File: src/rtl/systolic_ctrl.sv
// systolic_ctrl
//   Sequencer for a 4x4 output-stationary systolic array. Holds operand
//   matrices A and B (row-major, 16 elements each), loaded through a simple
//   write port. A run clears the PE accumulators and streams A into the west
//   edge and B into the north edge with diagonal skew. It then waits for the
//   array to drain and raises o_done.
//
//   Optional build macro: SYSTOLIC_CTRL_CYCCNT_EN enables the run cycle
//   counter on o_cyc_cnt. When the macro is not defined, o_cyc_cnt is tied to 0.
//
// Ports
//   i_clk, i_rst          clock (rising edge); async active-high reset
//   i_ld_en/sel/addr/data operand write: sel 0 = A, 1 = B; addr = row*4+col
//   i_start               begin a run (honoured in IDLE or DONE only)
//   o_busy, o_done        status (CLEAR/FEED/DRAIN, DONE)
//   o_arr_clr             accumulator clear pulse to the array
//   o_west0..3            A feed to array rows 0..3
//   o_north0..3           B feed to array columns 0..3
//   o_cyc_cnt             cycles spent in the last run
//
// state  | meaning
// IDLE   | waiting for start, loads accepted
// CLEAR  | one cycle of arr_clr, feeds zero
// FEED   | FEED_CYC cycles of skewed operand streaming, t = 0..FEED_CYC-1
// DRAIN  | DRAIN_CYC cycles of zero feeds while the last products settle
// DONE   | results valid in the array, loads accepted, start re-runs
module systolic_ctrl #(
    parameter int DATA_W    = 8,
    parameter int DRAIN_CYC = 1,
    parameter int FEED_CYC  = 10
) (
    input  logic              i_clk,
    input  logic              i_rst,
    input  logic              i_ld_en,
    input  logic              i_ld_sel,
    input  logic [3:0]        i_ld_addr,
    input  logic [DATA_W-1:0] i_ld_data,
    input  logic              i_start,
    output logic              o_busy,
    output logic              o_done,
    output logic              o_arr_clr,
    output logic [DATA_W-1:0] o_west0,
    output logic [DATA_W-1:0] o_west1,
    output logic [DATA_W-1:0] o_west2,
    output logic [DATA_W-1:0] o_west3,
    output logic [DATA_W-1:0] o_north0,
    output logic [DATA_W-1:0] o_north1,
    output logic [DATA_W-1:0] o_north2,
    output logic [DATA_W-1:0] o_north3,
    output logic [15:0]       o_cyc_cnt
);

    localparam logic [2:0] S_IDLE  = 3'd0;
    localparam logic [2:0] S_CLEAR = 3'd1;
    localparam logic [2:0] S_FEED  = 3'd2;
    localparam logic [2:0] S_DRAIN = 3'd3;
    localparam logic [2:0] S_DONE  = 3'd4;

    logic [2:0]        r_state;
    logic [3:0]        r_t;
    logic [7:0]        r_drain_cnt;
    logic [DATA_W-1:0] r_a [16];
    logic [DATA_W-1:0] r_b [16];
    logic              r_busy;
    logic              r_done;
    logic              r_clr;
    logic [DATA_W-1:0] r_west  [4];
    logic [DATA_W-1:0] r_north [4];

    logic [2:0]        w_state_nxt;
    logic [3:0]        w_t_nxt;
    logic [7:0]        w_drain_nxt;
    logic              w_idle_or_done;
    logic [DATA_W-1:0] w_west_nxt  [4];
    logic [DATA_W-1:0] w_north_nxt [4];

    assign w_idle_or_done = (r_state == S_IDLE) || (r_state == S_DONE);

    always_comb begin
        w_state_nxt = r_state;
        w_t_nxt     = r_t;
        w_drain_nxt = r_drain_cnt;
        case (r_state)
            S_IDLE, S_DONE: begin
                if (i_start) w_state_nxt = S_CLEAR;
            end
            S_CLEAR: begin
                w_state_nxt = S_FEED;
                w_t_nxt     = 4'd0;
            end
            S_FEED: begin
                if (r_t == 4'(FEED_CYC - 1)) begin
                    w_state_nxt = S_DRAIN;
                    w_drain_nxt = 8'(DRAIN_CYC - 1);
                end else begin
                    w_t_nxt = r_t + 4'd1;
                end
            end
            S_DRAIN: begin
                if (r_drain_cnt == 8'd0) w_state_nxt = S_DONE;
                else                     w_drain_nxt = r_drain_cnt - 8'd1;
            end
            default: w_state_nxt = S_IDLE;
        endcase
    end

    // Feeds are computed from the next state/index so the registered outputs
    // line up with the state they belong to. Row i sees A[i][t-i] and column
    // j sees B[t-j][j]. Both are zero outside the 0..3 window and outside FEED.
    always_comb begin
        for (int i = 0; i < 4; i++) begin
            w_west_nxt[i]  = '0;
            w_north_nxt[i] = '0;
            for (int k = 0; k < 4; k++) begin
                if (w_state_nxt == S_FEED && w_t_nxt == 4'(i + k)) begin
                    w_west_nxt[i]  = r_a[4'(i * 4 + k)];
                    w_north_nxt[i] = r_b[4'(k * 4 + i)];
                end
            end
        end
    end

    always_ff @(posedge i_clk or posedge i_rst) begin
        if (i_rst) begin
            r_state     <= S_IDLE;
            r_t         <= 4'd0;
            r_drain_cnt <= 8'd0;
            r_busy      <= 1'b0;
            r_done      <= 1'b0;
            r_clr       <= 1'b0;
            for (int i = 0; i < 4; i++) begin
                r_west[2'(i)]  <= '0;
                r_north[2'(i)] <= '0;
            end
        end else begin
            r_state     <= w_state_nxt;
            r_t         <= w_t_nxt;
            r_drain_cnt <= w_drain_nxt;
            r_busy      <= (w_state_nxt == S_CLEAR) || (w_state_nxt == S_FEED)
                           || (w_state_nxt == S_DRAIN);
            r_done      <= (w_state_nxt == S_DONE);
            r_clr       <= (w_state_nxt == S_CLEAR);
            for (int i = 0; i < 4; i++) begin
                r_west[2'(i)]  <= w_west_nxt[i];
                r_north[2'(i)] <= w_north_nxt[i];
            end
        end
    end

    // Operand storage. A write that coincides with start lands at the same
    // edge that enters CLEAR, so the run sees the new value.
    always_ff @(posedge i_clk or posedge i_rst) begin
        if (i_rst) begin
            for (int n = 0; n < 16; n++) begin
                r_a[4'(n)] <= '0;
                r_b[4'(n)] <= '0;
            end
        end else if (i_ld_en && w_idle_or_done) begin
            if (i_ld_sel) r_b[i_ld_addr] <= i_ld_data;
            else          r_a[i_ld_addr] <= i_ld_data;
        end
    end

`ifdef SYSTOLIC_CTRL_CYCCNT_EN
    logic [15:0] r_cyc_cnt;

    always_ff @(posedge i_clk or posedge i_rst) begin
        if (i_rst) begin
            r_cyc_cnt <= 16'd0;
        end else if (w_idle_or_done && i_start) begin
            r_cyc_cnt <= 16'd0;
        end else if (!w_idle_or_done && r_cyc_cnt != 16'hFFFF) begin
            r_cyc_cnt <= r_cyc_cnt + 16'd1;
        end
    end

    assign o_cyc_cnt = r_cyc_cnt;
`else
    assign o_cyc_cnt = 16'd0;
`endif

    assign o_busy    = r_busy;
    assign o_done    = r_done;
    assign o_arr_clr = r_clr;
    assign o_west0   = r_west[0];
    assign o_west1   = r_west[1];
    assign o_west2   = r_west[2];
    assign o_west3   = r_west[3];
    assign o_north0  = r_north[0];
    assign o_north1  = r_north[1];
    assign o_north2  = r_north[2];
    assign o_north3  = r_north[3];

endmodule

File: config.mk
export PLATFORM = sky130hd
export DESIGN_NAME = systolic_ctrl
export DESIGN_NICKNAME = d
export VERILOG_FILES = /design/src/rtl/systolic_ctrl.sv
export SDC_FILE = /design/constraint.sdc
export NUM_CORES = 1
export LEC_CHECK = 0
export CORE_UTILIZATION = 35
export DETAILED_ROUTE_END_ITERATION = 10
export PLACE_DENSITY_LB_ADDON = 0.12
export REMOVE_ABC_BUFFERS = 1
export SYNTH_ARGS = -nofsm -noshare
export SYNTH_HDL_FRONTEND = slang
export SYNTH_SLANG_ARGS = --single-unit
export TNS_END_PERCENT = 20
File: constraint.sdc
create_clock -name i_clk -period 4.8 [get_ports i_clk]
set_input_delay 0.48 -clock i_clk [delete_from_list [all_inputs] [get_ports i_clk]]
set_output_delay 0.48 -clock i_clk [all_outputs]
set_load 0.01 [all_outputs]
Yosys cells after proc, flatten, opt, wreduce, memory -nomap -nowiden

Cells that the tools add are included.

Multipliers: 0
Reductions and logical operators: 20
Add/subtract/negate cells: 2
Divide/modulo/power cells: 0
Shift-type cells: 0
Muxes and demuxes: 29
Bitwise logic cells: 3
Equal/unequal tests: 15
$lt $le $gt $ge: 2

Operator list:

| cell                                                                         | number |
|---|---|
| 128-bit bitwise mux                                                          | 2 |
| 8-bit 2-to-1 mux                                                             | 19 |
| 8-bit demux with 4-bit select                                                | 1 |
| 8-bit one-hot mux with 2 select lines                                        | 1 |
| 3-bit by 2-bit == test with 1-bit output, second input constant              | 4 |
| 3-bit one-hot mux with 4 select lines                                        | 1 |
| 3-bit 2-to-1 mux                                                             | 3 |
| 3-bit AND reduction                                                          | 3 |
| 4-bit by 2-bit == test with 1-bit output, second input constant              | 2 |
| 8-bit logical NOT                                                            | 1 |
| 4-bit one-hot mux with 2 select lines                                        | 1 |
| 8-bit by 1-bit subtractor with 8-bit output, second input constant           | 1 |
| 1-bit logical AND                                                            | 7 |
| 3-bit by 1-bit == test with 1-bit output, second input constant              | 2 |
| 3-bit == test, second input constant                                         | 2 |
| 5-bit greater-or-equal comparator, second input constant                     | 1 |
| 5-bit by 1-bit less-than comparator with 1-bit output, second input constant | 1 |
| 4-bit inverter with 5-bit output                                             | 1 |
| 4-bit by 1-bit adder with 4-bit output, second input constant                | 1 |
| 4-bit by 1-bit == test with 1-bit output, second input constant              | 1 |
| 4-bit by 3-bit == test with 1-bit output, second input constant              | 1 |
| 4-bit == test, second input constant                                         | 1 |
| 4-bit logical NOT                                                            | 1 |
| 4-bit 2-to-1 mux                                                             | 1 |
| other kinds (7)                                                              | 12 |

Latch bits: 0
Input bits: 17
Word-level logic and storage cells: 113
ROM bits: 0
Output and inout bits: 83
Memory bits (writable): 0
Bits in registers: 306
Memories kept: 0

Longest topological paths before layout

Depth after elaboration: 9
Gate-level depth with buffers: 9
Mapped depth without buffers: 8

Worst setup path after synthesis

OpenSTA, ideal clock, no wires.

Kind: register to register
Start point: reg r_t[0]
End point: reg r_west, in the netlist o_west0[2]
Slack: 2.359 ns
Arrival: 2.322 ns
Stages on the path, launching flop included: 7
Library setup time: 0.119 ns
Data required time: 4.681 ns
Path buffers: 0
Period minus slack after synthesis: 2.441 ns
Path through: dfrtp_1 > ha_1 > and4bb_1 > or3_1 > a22oi_4 > mux4_1 > and2_1

RTL lines:

| element                         | line | RTL |
|---|---|---|
| from (decl)                     | 60   | `logic [3:0] r_t;` |
| from (signal assigned)          | 137  | `r_t <= w_t_nxt;` |
| to (signal, indexed assignment) | 144  | `r_west[2'(i)] <= w_west_nxt[i];` |
| to (decl)                       | 67   | `logic [DATA_W-1:0] r_west [4];` |

==> reports/results.txt <==
Cell Count Post-Placement: 789
Max-slew headroom: 25.3%
HPWL Detailed: 9.37 mm
share of the core filled with cells: 41.4%
mapped cell area: 0.00669 mm²
hold path endpoint: o_north0[1]
RD Place Congestion: 0.763
register area share after synthesis: 54.6%
Final setup viols: 0
max cap viols: 0
Max Freq: 0.309 GHz
Crit path max-delay family: simple AND/OR/NAND/NOR gates
Yosys top cell by area: dfrtp_1
PwrDens: 551 mW/mm²
Initial Util: 35.8%
vias in the first global route: 4231
total number of vias: 4116
pin count of the biggest net entering global routing: 100
area grow syn2layout: 15.9%
Final Non-Filler Cells: 821
minimum clock period: 3.24 ns
fin crit share: 67.5%
Critical Path Fanout Max: 23
mean area per synthesized cell: 12.8 µm²
DR pass1 iterations: 4
Worst Hold Class: register to register
Routed WL: 14.7 mm
Max stage delay on crit path: 0.62 ns
R2R Path Start: r_t[1]
initial antenna violation count: 0
buffers plus inverters on the worst setup path: 2
overall routing resource usage: 16.0%
Row Count: 50
first-pass GRT wire length: 23.5 mm
die height: 140 µm
CP Capture Type: register
Remaining DRCs: 0
LEAKAGE: 0.00359 µW
grt ovf: 0
critical path, cell by cell: inv_1 > ha_1 > and4bb_1 > o31a_1 > nor2_4 > inv_2 > nor4_4 > a32o_1
Hold Path Depth: 1
DIE WIDTH: 140 µm
First DRT Iteration DRCs: 231
Worst Max-Slew Pin Slew: 1.12 ns
num ports: 100
clk slew on worst S/H paths: 0.06 ns
slowest CP cell: nor4_4
post-synthesis cell type count: 52
core region area: 0.0187 mm²
finished layout cell area: 0.00775 mm²
Peak VDD IR: 283 µV
hold buffers post-CTS: 0
PortBufs: 51
Crit path required time: 5.15 ns
synth top area cells: dfrtp_1 (55%), mux2_2 (16%), buf_4 (5.5%)
Post-synth EDFFs: 0
layout cells sized above 1: 25.2%
Synthesis Warnings: 32
status: finished clean
asr flop ratio synth: 100%
H-tree depth: 4
Pins Over Slew Limit: 0
Critical Path Start: r_t[1]
antenna cells: 0
Vias/cell: 5.01
PnR Total Power: 4270 µW
fin nets: 594
Crit Path Class: register to register
postcts setup bufs: 0
Gate Count Post-Synth: 524
Routed Antenna Nets: 0
CTS Sinks: 146
CTS tree: built
post_cts resized: 0
area of the die: 0.0197 mm²
Worst Hold Launch: r_b[89]
Fin. Hold Viols: 0
Setup crit start kind: register
setup TNS: 0 ns
routed len/inst: 17.9 µm
prevailing post-synth register cell: dfrtp_1
Critical Path AT: 3.59 ns
CTS Buf Count: 17
skew final: 0.00532 ns
FF+latch count, synth: 146
Max clock buf depth: 2
RSZ-0062 raised after global routing: false
dpl cell area: 0.00723 mm²
CTS root buffer: clkbuf_16
Synth top area share: 54.6%
clock latency on the worst-skew pair: 0.42 ns
r2r setup slk: 1.56 ns
cells on worst reg2reg path: 8
R2R Path End: o_north0[2]
==> area by class of cell <==
type                    instances  area (µm²)
clock inverters                13        90.1
flip-flops and latches        146        3650
multi-input cells             334        2660
well taps                     234         293
repair buffers                 55         541
inverters                      20        80.1
clock buffers                  19         433
fillers                      1769       11000
==> synthesized netlist by cell type (2+ instances only) <==
cell type	n
nand2b_1	3
inv_1	17
or3_1	2
a2111o_1	3
buf_4	49
nor3b_1	3
a311oi_1	3
mux2i_1	5
nand3_1	23
clkbuf_1	13
buf_6	2
mux4_1	4
nand4_1	7
nor4_1	2
and2_1	11
nor2_1	16
and3_1	4
xor2_1	6
mux4_2	2
o221ai_1	8
o21ai_0	11
nand3b_1	4
nor3b_2	2
nand4b_1	2
nor3_1	2
nand2_1	17
buf_2	7
o31ai_1	2
dfrtp_1	146
mux2_2	97
a32oi_1	2
nor2b_1	5
inv_2	3
o211ai_1	3
a32o_1	9
ha_1	3
a21oi_1	11
==> flip-flops by register name, indices dropped and copies added (netlist names) <==
name and count:
o_arr_clr 1, r_drain_cnt 8, r_t 4, o_north1 8, o_done 1, r_state 3, r_a 64, r_b 32
o_west1 8, o_north0 8, o_west0 8, o_busy 1
==> worst reg2reg max path, delay by kind of cell (launching register included) <==
family | cells | cell delay [ns]
compound gates | 2 | 0.54
fa+ha+maj | 1 | 0.21
buf+inv | 2 | 0.51
flops | 1 | 0.48
simple gates | 3 | 1.44
==> worst max-delay path by stage <==
stage / end / slack [ns] / cells after the start
floorplan: o_arr_clr / 0.40 / 1
global placement: o_north0[1] / 1.63 / 8
detailed placement: o_north0[2] / 1.53 / 8
CTS: o_north0[2] / 1.51 / 8
global route: o_north0[0] / 1.35 / 8
finish: o_north0[2] / 1.56 / 8
==> through the flow <==
step / setup slack, ns / hold WS, ns
global placement: 1.63 / 0.468
CTS: 1.51 / 0.497
floorplan: 0.397 / 0.460
detailed placement: 1.53 / 0.478
finish: 1.56 / 0.492
global route: 1.35 / 0.501
==> metal layers <==
layer	GRT usage [%]	up-vias	share of wire (%)
li1	-	1884	-
met1	20.6	2112	47
met2	25.9	97	48
met3	3.49	23	3.0
met4	7.17	0	2.4
met5	0	-	0
==> cell families (layout without fill, tap and decap cells) <==
logic type,after synthesis,count (layout),share of synthesized area [%]
AO/OA/AOI/OAI,57,57,6.55
XOR/XNOR,6,6,0.786
adder cells (fa/ha/maj),3,3,0.561
buffers and inverters,91,107,8.21
flip-flops,146,146,54.6
multiplexers,108,108,19.3
other,1,48,0.0561
AND/OR/NAND/NOR,112,112,9.88
==> placed cells by master (no fill, tap or decap), drive strengths merged, types with 5 or more instances in the layout <==
cell | Yosys | routed
and2 | 11 | 11
o21ai | 11 | 11
dfrtp | 146 | 146
o221ai | 8 | 8
mux4 | 6 | 6
nand4 | 8 | 8
nand3 | 23 | 23
nor2b | 5 | 5
conb | 1 | 48
nor2 | 18 | 18
a21oi | 11 | 11
mux2 | 97 | 97
clkdlybuf4s50 | 0 | 51
xor2 | 6 | 6
nor3b | 5 | 5
clkbuf | 13 | 19
mux2i | 5 | 5
clkinv | 0 | 8
inv | 20 | 21
a32o | 9 | 9
nand2 | 17 | 17
==> power by group <==
part | internal (µW) | switching, µW
combinational | 529 | 933
sequential | 1470 | 171
clock | 658 | 516
total | 2650 | 1620
(Power assumes the default switching activity.)
